==> config.mk <==
export PLATFORM = sky130hd
export DESIGN_NAME = uart_rx_core
export DESIGN_NICKNAME = d
export VERILOG_FILES = /design/src/rtl/uart_pkg.sv /design/src/rtl/uart_fifo.sv /design/src/rtl/uart_rx_core.sv
export SDC_FILE = /design/constraint.sdc
export NUM_CORES = 1
export LEC_CHECK = 0
export BUFFER_PORTS_ARGS = -buffer_cell sky130_fd_sc_hd__buf_4
export CORE_ASPECT_RATIO = 1.1
export CORE_MARGIN = 1
export CORE_UTILIZATION = 45
export DETAILED_ROUTE_END_ITERATION = 10
export MAX_ROUTING_LAYER = met4
export PLACE_DENSITY = 0.73
export SYNTH_ARGS = -nofsm -noshare
export SYNTH_HDL_FRONTEND = slang
export SYNTH_SLANG_ARGS = --single-unit
==> constraint.sdc <==
create_clock -name clk_i -period 3.3 [get_ports clk_i]
set_input_delay 0.33 -clock clk_i [delete_from_list [all_inputs] [get_ports clk_i]]
set_output_delay 0.33 -clock clk_i [all_outputs]
set_load 0.02 [all_outputs]
==> src/rtl/uart_pkg.sv <==
// Shared UART definitions: receiver FSM states and default FIFO depth.
// The TX path imports the same package.
package uart_pkg;

    localparam int UART_FIFO_DEPTH = 8;

    typedef enum logic [2:0] {
        IDLE,
        START,
        DATA,
        STOP,
        WAIT_HIGH
    } rx_state_t;

endpackage

==> src/rtl/uart_fifo.sv <==
// Synchronous first-word-fall-through FIFO with a count register.
// The head is read combinationally; a pop advances it on the clock edge.
module uart_fifo #(
    parameter int WIDTH = 8,
    parameter int DEPTH = 8
) (
    input  logic             clk_i,
    input  logic             rst_i,
    input  logic             we,
    input  logic             re,
    input  logic [WIDTH-1:0] din,
    output logic [WIDTH-1:0] dout,
    output logic             full,
    output logic             empty
);
    localparam int AW = $clog2(DEPTH);

    logic [WIDTH-1:0] mem [DEPTH];
    logic [AW-1:0]    wr_ptr_reg;
    logic [AW-1:0]    rd_ptr_reg;
    logic [AW:0]      count_reg;
    logic             do_push;
    logic             do_pop;

    assign empty   = (count_reg == '0);
    assign full    = (count_reg == (AW+1)'(DEPTH));
    assign do_pop  = re && !empty;
    // A full FIFO still accepts a write when a pop frees the head slot in the same cycle.
    assign do_push = we && (!full || do_pop);
    assign dout    = mem[rd_ptr_reg];

    always_ff @(posedge clk_i) begin
        if (do_push) begin
            mem[wr_ptr_reg] <= din;
        end
    end

    always_ff @(posedge clk_i) begin
        if (rst_i) begin
            wr_ptr_reg <= '0;
            rd_ptr_reg <= '0;
            count_reg  <= '0;
        end else begin
            if (do_push) begin
                wr_ptr_reg <= wr_ptr_reg + 1'b1;
            end
            if (do_pop) begin
                rd_ptr_reg <= rd_ptr_reg + 1'b1;
            end
            unique case ({do_push, do_pop})
                2'b10:   count_reg <= count_reg + 1'b1;
                2'b01:   count_reg <= count_reg - 1'b1;
                default: count_reg <= count_reg;
            endcase
        end
    end

endmodule

==> src/rtl/uart_rx_core.sv <==
// UART 8N1 receiver: line synchroniser, mid-bit sampling FSM driven by baud_div_i,
// and an FWFT byte FIFO with framing-error and overrun pulses.
module uart_rx_core
    import uart_pkg::*;
#(
    parameter int FIFO_DEPTH = UART_FIFO_DEPTH
) (
    input  logic        clk_i,
    input  logic        rst_i,
    input  logic [15:0] baud_div_i,
    input  logic        stall_i,
    input  logic        re_i,
    output logic [7:0]  data_o,
    output logic        full_o,
    output logic        empty_o,
    output logic        frame_err_o,
    output logic        overrun_o,
    input  logic        rx_i
);
    rx_state_t   state_reg, state_next;
    logic [15:0] cnt_reg, cnt_next;
    logic [2:0]  bitn_reg, bitn_next;
    logic [7:0]  shift_reg, shift_next;
    logic        rx_meta_reg, rx_s_reg;
    logic        frame_err_reg, frame_err_next;
    logic        overrun_reg;
    logic        push;
    logic        rx_enabled;
    logic        cnt_expired;
    logic [15:0] half_div;

    assign rx_enabled  = !stall_i && (baud_div_i >= 16'd2);
    assign cnt_expired = (cnt_reg == 16'd0);
    assign half_div    = baud_div_i >> 1;

    always_ff @(posedge clk_i) begin
        if (rst_i) begin
            rx_meta_reg <= 1'b1;
            rx_s_reg    <= 1'b1;
        end else begin
            rx_meta_reg <= rx_i;
            rx_s_reg    <= rx_meta_reg;
        end
    end

    always_ff @(posedge clk_i) begin
        if (rst_i) begin
            state_reg     <= IDLE;
            cnt_reg       <= '0;
            bitn_reg      <= '0;
            shift_reg     <= '0;
            frame_err_reg <= 1'b0;
            overrun_reg   <= 1'b0;
        end else begin
            state_reg     <= state_next;
            cnt_reg       <= cnt_next;
            bitn_reg      <= bitn_next;
            shift_reg     <= shift_next;
            frame_err_reg <= frame_err_next;
            overrun_reg   <= push && full_o && !re_i;
        end
    end

    always_comb begin
        state_next     = state_reg;
        cnt_next       = cnt_reg;
        bitn_next      = bitn_reg;
        shift_next     = shift_reg;
        push           = 1'b0;
        frame_err_next = 1'b0;
        // Stalling or disabling the receiver silently abandons any frame in progress.
        if (state_reg != IDLE && !rx_enabled) begin
            state_next = IDLE;
        end else begin
            unique case (state_reg)
                IDLE: begin
                    if (!rx_s_reg && rx_enabled) begin
                        state_next = START;
                        cnt_next   = half_div - 16'd1;
                    end
                end
                START: begin
                    if (cnt_expired) begin
                        if (!rx_s_reg) begin
                            state_next = DATA;
                            bitn_next  = '0;
                            cnt_next   = baud_div_i - 16'd1;
                        end else begin
                            state_next = IDLE;
                        end
                    end else begin
                        cnt_next = cnt_reg - 16'd1;
                    end
                end
                DATA: begin
                    if (cnt_expired) begin
                        shift_next = {rx_s_reg, shift_reg[7:1]};
                        bitn_next  = bitn_reg + 3'd1;
                        cnt_next   = baud_div_i - 16'd1;
                        if (bitn_reg == 3'd7) begin
                            state_next = STOP;
                        end
                    end else begin
                        cnt_next = cnt_reg - 16'd1;
                    end
                end
                STOP: begin
                    if (cnt_expired) begin
                        if (rx_s_reg) begin
                            push       = 1'b1;
                            state_next = IDLE;
                        end else begin
                            frame_err_next = 1'b1;
                            state_next     = WAIT_HIGH;
                        end
                    end else begin
                        cnt_next = cnt_reg - 16'd1;
                    end
                end
                WAIT_HIGH: begin
                    if (rx_s_reg) begin
                        state_next = IDLE;
                    end
                end
                default: state_next = IDLE;
            endcase
        end
    end

    assign frame_err_o = frame_err_reg;
    assign overrun_o   = overrun_reg;

    uart_fifo #(
        .WIDTH (8),
        .DEPTH (FIFO_DEPTH)
    ) u_fifo (
        .clk_i (clk_i),
        .rst_i (rst_i),
        .we    (push),
        .re    (re_i),
        .din   (shift_reg),
        .dout  (data_o),
        .full  (full_o),
        .empty (empty_o)
    );

endmodule

Word-level counts from Yosys, hierarchy flattened. Memories as Yosys holds them, arrays and structs flattened. A register that Yosys moved wholly into a read port is not among the register bits. Cells that the tools add are included.

Input bits: 21. Flip-flop bits (word level): 44. Word-level logic and storage cells: 97. Output and inout bits: 12. Memories: 1. Memory bits (writable): 64.

$add $sub $neg: 8. Bitwise logic cells: 3. Magnitude comparators: 1. Reduce and logical (&&, ||, !) cells: 27. Multiplexer cells: 29. Equal/unequal tests: 17.

Memory list: u_fifo.mem (depth 8, bits a word 8, rd ports 1, clocked after memory_dff 1, wr ports 1, RTL line uart_fifo.sv:18) `logic [WIDTH-1:0] mem [DEPTH];`.

Operators by type and width (number): $mux 16 (5); $pmux 16 s4 (1); $mux 3 (12); $sub 16x1->16 const B (2); $ge 16x2->1 const B (1); $logic_not 16->1 (1); $ne 2x2->1 const B (8); $sub 15x1->16 const B (1); $pmux 3 s5 (1); $reduce_and 5->1 (2); $add 3x1->3 const B (3); $pmux 4 s2 (1); $logic_and 1x1->1 (7); $mux 1 (7); $eq 3x2->1 const B (2); $eq 3x3->1 const B (2); $logic_not 1->1 (6); $pmux 3 s2 (1); $reduce_and 6->1 (1); $add 4x1->4 const B (1); $eq 4x4->1 const B (1); $logic_not 4->1 (1); $reduce_bool 2->1 (2); $reduce_bool 4->1 (1); 13 further kinds (15).

Depth between registers and ports, before layout.
Depth after elaboration: 8. Mapped depth: 13. Gate-level depth less buffers: 12.

Modules after synthesis. From an unflattened synthesis, not the netlist that was laid out.

Cells, all modules: 517. Area, all modules: 5780.5 µm².

By module, submodules not included: uart_fifo (cells an instance 176, seq. area each 2182.1 µm², instances 1, area an instance 3203.1 µm²); uart_rx_core (cells an instance 341, seq. area each 680.7 µm², instances 1, area an instance 2577.5 µm²).

Worst setup path before layout. Ideal clock, no wire load.

Path kind: register -> register. Start: register cnt_reg[7]. End: memory u_fifo.mem[0][0] (enable). Setup slack: 0.344 ns. Required time: 2.905 ns. Arrival time: 2.561 ns. Library setup time: 0.395 ns. Stages on the path, launching flop included: 7. Path through: dfxtp_1 -> nor4_4 -> and3_1 -> nand4b_4 -> or4b_4 -> buf_6 -> nor4_1.

Cells in the longest elaborated chain, start to end: 7.

RTL lines: start: declaration (RTL line uart_rx_core.sv:21) `logic [15:0] cnt_reg, cnt_next;`; start signal: assignment (RTL line uart_rx_core.sv:56) `cnt_reg <= cnt_next;`; $logic_not 16->1 (RTL line uart_rx_core.sv:33) `assign cnt_expired = (cnt_reg == 16'd0);`; $mux 1 (RTL line uart_rx_core.sv:108) `if (cnt_expired) begin`; $mux 1 (RTL line uart_rx_core.sv:75) `unique case (state_reg)`; $mux 1 (RTL line uart_rx_core.sv:72) `if (state_reg != IDLE && !rx_enabled) begin`; $logic_and 1x1->1 (RTL line uart_fifo.sv:29) `assign do_push = we && (!full || do_pop);`; $mux 1 (RTL line uart_fifo.sv:33) `if (do_push) begin`; $mux 1 (implied by the code) (RTL line uart_fifo.sv:34) `mem[wr_ptr_reg] <= din;`; end: declaration (RTL line uart_fifo.sv:18).

Every way passes these cells.

Final worst setup path.
Start: register cnt_reg[0]. End: register u_fifo.count_reg[2].

Cells in the longest elaborated chain, start to end: 7. Elaborated cells on any way between the ends: 9. Those cells by class: 2 x eq/ne; 4 x mux; 3 x reduce/logical.

RTL lines: $logic_not 16->1 * (RTL line uart_rx_core.sv:33); $mux 1 * (RTL line uart_rx_core.sv:108); $mux 1 * (RTL line uart_rx_core.sv:75); $mux 1 * (RTL line uart_rx_core.sv:72); $logic_and 1x1->1 * (RTL line uart_fifo.sv:29); $eq 2x1->1 / $eq 2x2->1 (equally long branches) (RTL line uart_fifo.sv:50) `unique case ({do_push, do_pop})`; $pmux 4 s2 / $reduce_bool 2->1 (equally long branches); end signal: assignment (RTL line uart_fifo.sv:51) `2'b10: count_reg <= count_reg + 1'b1;`; end signal: assignment (RTL line uart_fifo.sv:52) `2'b01: count_reg <= count_reg - 1'b1;`; end signal: assignment (RTL line uart_fifo.sv:53) `default: count_reg <= count_reg;`; end: declaration (RTL line uart_fifo.sv:21) `logic [AW:0] count_reg;`.

Mark *: on every way between the ends. The rest lies on a longest branch, timed or not. A chain may end at the register's enable or synchronous reset.

==> flow_summary.json <==
{
  "hold_class": "in -> reg",
  "worstPathCellList": "inv_1 -> ha_1 -> nor4b_4 -> and4_1 -> nand4_1 -> nor2_2 -> nor2_1 -> xnor2_1 -> ha_1 -> and3_1 -> mux2i_1 -> mux2_2",
  "synth_edf_count": 64,
  "layout-drive-gt1-share": 0.2026,
  "worstPathRequired_ns": 3.53,
  "rows": 42,
  "max_clock_freq_mhz": 342.2,
  "synth_cells": 499,
  "die-area_mm2": 0.01290,
  "final_cell_mix": "edfxtp_1 (64), nor2_1 (54), dfxtp_1 (47), buf_4 (47), nand2_1 (26)",
  "vias_per_cell": 5.815,
  "path_class": "reg -> reg",
  "diodes": 0,
  "cp-startpoint": "cnt_reg[0]$_SDFFE_PP0P_",
  "synth-async-reset-ratio": 0,
  "die_x_um": 108.4,
  "area_growth_pct": 12.37,
  "syn_avg_cell_area_um2": 11.23,
  "chipHeight_um": 119.0,
  "clockRootBuffer": "clkbuf_16",
  "fin_crit_sh": 0.8855,
  "clockBufferDepth": 2,
  "slew_headroom": 0.3335,
  "grt_max_degree": 46,
  "cts_resized": 0,
  "finalSetupViolCount": 0,
  "vdd_drop_max_v": 0.0003104,
  "io_buffers": 32,
  "cts_inserted_buffers": 9,
  "end_kind": "flip-flop",
  "max_stage_delay_ns": 0.43,
  "clk_latency_ns": 0.35,
  "cts_tree": "built",
  "wl_met3_um": 572,
  "cp_slowest_cell": "and4_1",
  "critPathMaxFanout": 7,
  "report.final.slew_viol_count": 0,
  "setup_tns_ns": 0,
  "final_util": 0.5208,
  "p_per_area_mw_per_mm2": 515.3,
  "worst_r2r_path_depth": 12,
  "ant_nets": 0,
  "antenna_found_initial": 0,
  "yosysSeqAreaShare": 0.5111,
  "gp_congestion": 0.9799,
  "ios": 33,
  "drc": 0,
  "arrival_ns": 3.16,
  "wl_um": 11820,
  "dp_hpwl_um": 8064,
  "syn-num-nets": 531,
  "status": "complete, no violations",
  "grt_use_total": 0.1967,
  "fin_crit_ns": 2.922,
  "fin_worst_skew_ns": 0.007756,
  "core-area_mm2": 0.01209,
  "largest_reg_flops": 64,
  "startpoint_type": "flip-flop",
  "grt_pass1_vias": 3769,
  "first_pass_iters": 5,
  "crit_path_frequent_cell": "ha_1",
  "wl_per_cell_um": 17.20,
  "ys_types": 61,
  "grt_pass1_wl_um": 19060,
  "synth_area_mm2": 0.005602,
  "postCtsSetupBuffers": 0,
  "wl_met2_um": 5944,
  "vias": 3995,
  "reg2reg_slack_ns": 0.38,
  "final_common_cell": "edfxtp_1",
  "cts_hold_buf": 0,
  "ys_ff_latch": 111,
  "tightest_slew_ns": 0.9961,
  "rr_endpoint": "u_fifo.count_reg[2]$_SDFFE_PP0P_",
  "synthFlopType": "edfxtp_1",
  "drv_cap": 0,
  "rsz0062_at_grt": "no",
  "path_clk_slew_ns": 0.07,
  "start_util": 0.4635,
  "drtIter0Drc": 268,
  "r2r-start": "cnt_reg[0]$_SDFFE_PP0P_",
  "cts_htree_levels": 3,
  "grt-ovfl-total": 0,
  "hold_violations": 0,
  "p_leak_nw": 2.131,
  "crit_path_end": "u_fifo.count_reg[2]$_SDFFE_PP0P_",
  "routed.top_layer": "met4",
  "nNetsFinal": 560,
  "yosysWarnings": 0,
  "wirelength_met1_um": 5112,
  "clock-sinks": 111
}
## stage by stage
step	hold slack (ns)	setup slack, ns	area, um^2	total power, mW	instances
2_1_floorplan	0.3895	0.3443	5602	2.023	499
3_3_place_gp	0.3968	0.5225	6003	2.195	671
3_5_place_dp	0.4026	0.4006	6003	2.213	671
4_1_cts	0.1540	0.3893	6295	3.268	687
5_1_grt	0.1654	0.2031	6295	3.380	687
6_report	0.1658	0.3780	6295	3.244	687
## cell type report
cell class / instances / area (um^2)
fill: 1091 / 5792
sequential: 111 / 2863
multi-input combinational: 351 / 2565
timing repair buffer: 47 / 352.8
clock buffer: 10 / 229.0
tap: 154 / 192.7
clock inverter: 6 / 62.56
inverter: 8 / 30.03
## kinds of logic after synthesis
logic type / share of synthesized area
AO/OA/AOI/OAI: 0.08890
AND/OR/NAND/NOR: 0.1849
adder cells (fa/ha/maj): 0.02457
XOR/XNOR: 0.05160
flip-flops: 0.5111
buffers and inverters: 0.03105
multiplexers: 0.1079
## power by group
part | switching, mW | leakage (nW) | internal, mW
Sequential | 0.0401 | 0.936 | 1.48
Clock | 0.474 | 0.136 | 0.586
Combinational | 0.354 | 1.06 | 0.308
## routing by layer
layer | vias to the layer above | GRT usage
li1 | 1923 | -
met1 | 1920 | 0.2440
met2 | 136 | 0.3248
met3 | 16 | 0.03722
met4 | 0 | 0.05828
met5 | - | -
## worst min path at each step
stage	from	to	slack, ns	depth (start not counted)
floorplan	rx_meta_reg$_SDFF_PP1_	rx_s_reg$_SDFF_PP1_	0.39	1
global placement	rx_meta_reg$_SDFF_PP1_	rx_s_reg$_SDFF_PP1_	0.40	1
detailed placement	rx_meta_reg$_SDFF_PP1_	rx_s_reg$_SDFF_PP1_	0.40	1
CTS	rx_i	rx_meta_reg$_SDFF_PP1_	0.15	2
global route	rx_i	rx_meta_reg$_SDFF_PP1_	0.17	2
finish	rx_i	rx_meta_reg$_SDFF_PP1_	0.17	2
## critical path: cells and delay by family, from the launching register on
family	cells	cell delay [ns]
simple gates	6	1.37
mux	2	0.51
flops	1	0.34
fa+ha+maj	2	0.34
xor+xnor	1	0.13
buf+inv	1	0.11
## synthesized netlist by cell type, types with 4 or more instances
library cell	number	area [um^2]
nand3_1	10	50.05
nor3b_1	4	30.03
a31oi_1	4	25.02
edfxtp_1	64	1922
clkbuf_1	18	67.56
nand2b_1	9	56.30
xnor2_1	21	183.9
xor2_1	12	105.1
o21ai_0	24	120.1
ha_1	11	137.6
nor4_1	15	93.84
and3_1	4	25.02
mux4_2	16	360.4
a21oi_1	20	100.1
or3_1	4	25.02
o22ai_1	15	93.84
nand2_1	26	97.59
nor2b_1	5	31.28
nor2_1	54	202.7
or2_2	7	43.79
inv_1	8	30.03
nor3_1	23	115.1
mux2i_1	12	120.1
dfxtp_1	47	940.9
a211oi_1	6	45.04
mux2_2	10	112.6
(Power assumes the default switching activity.)
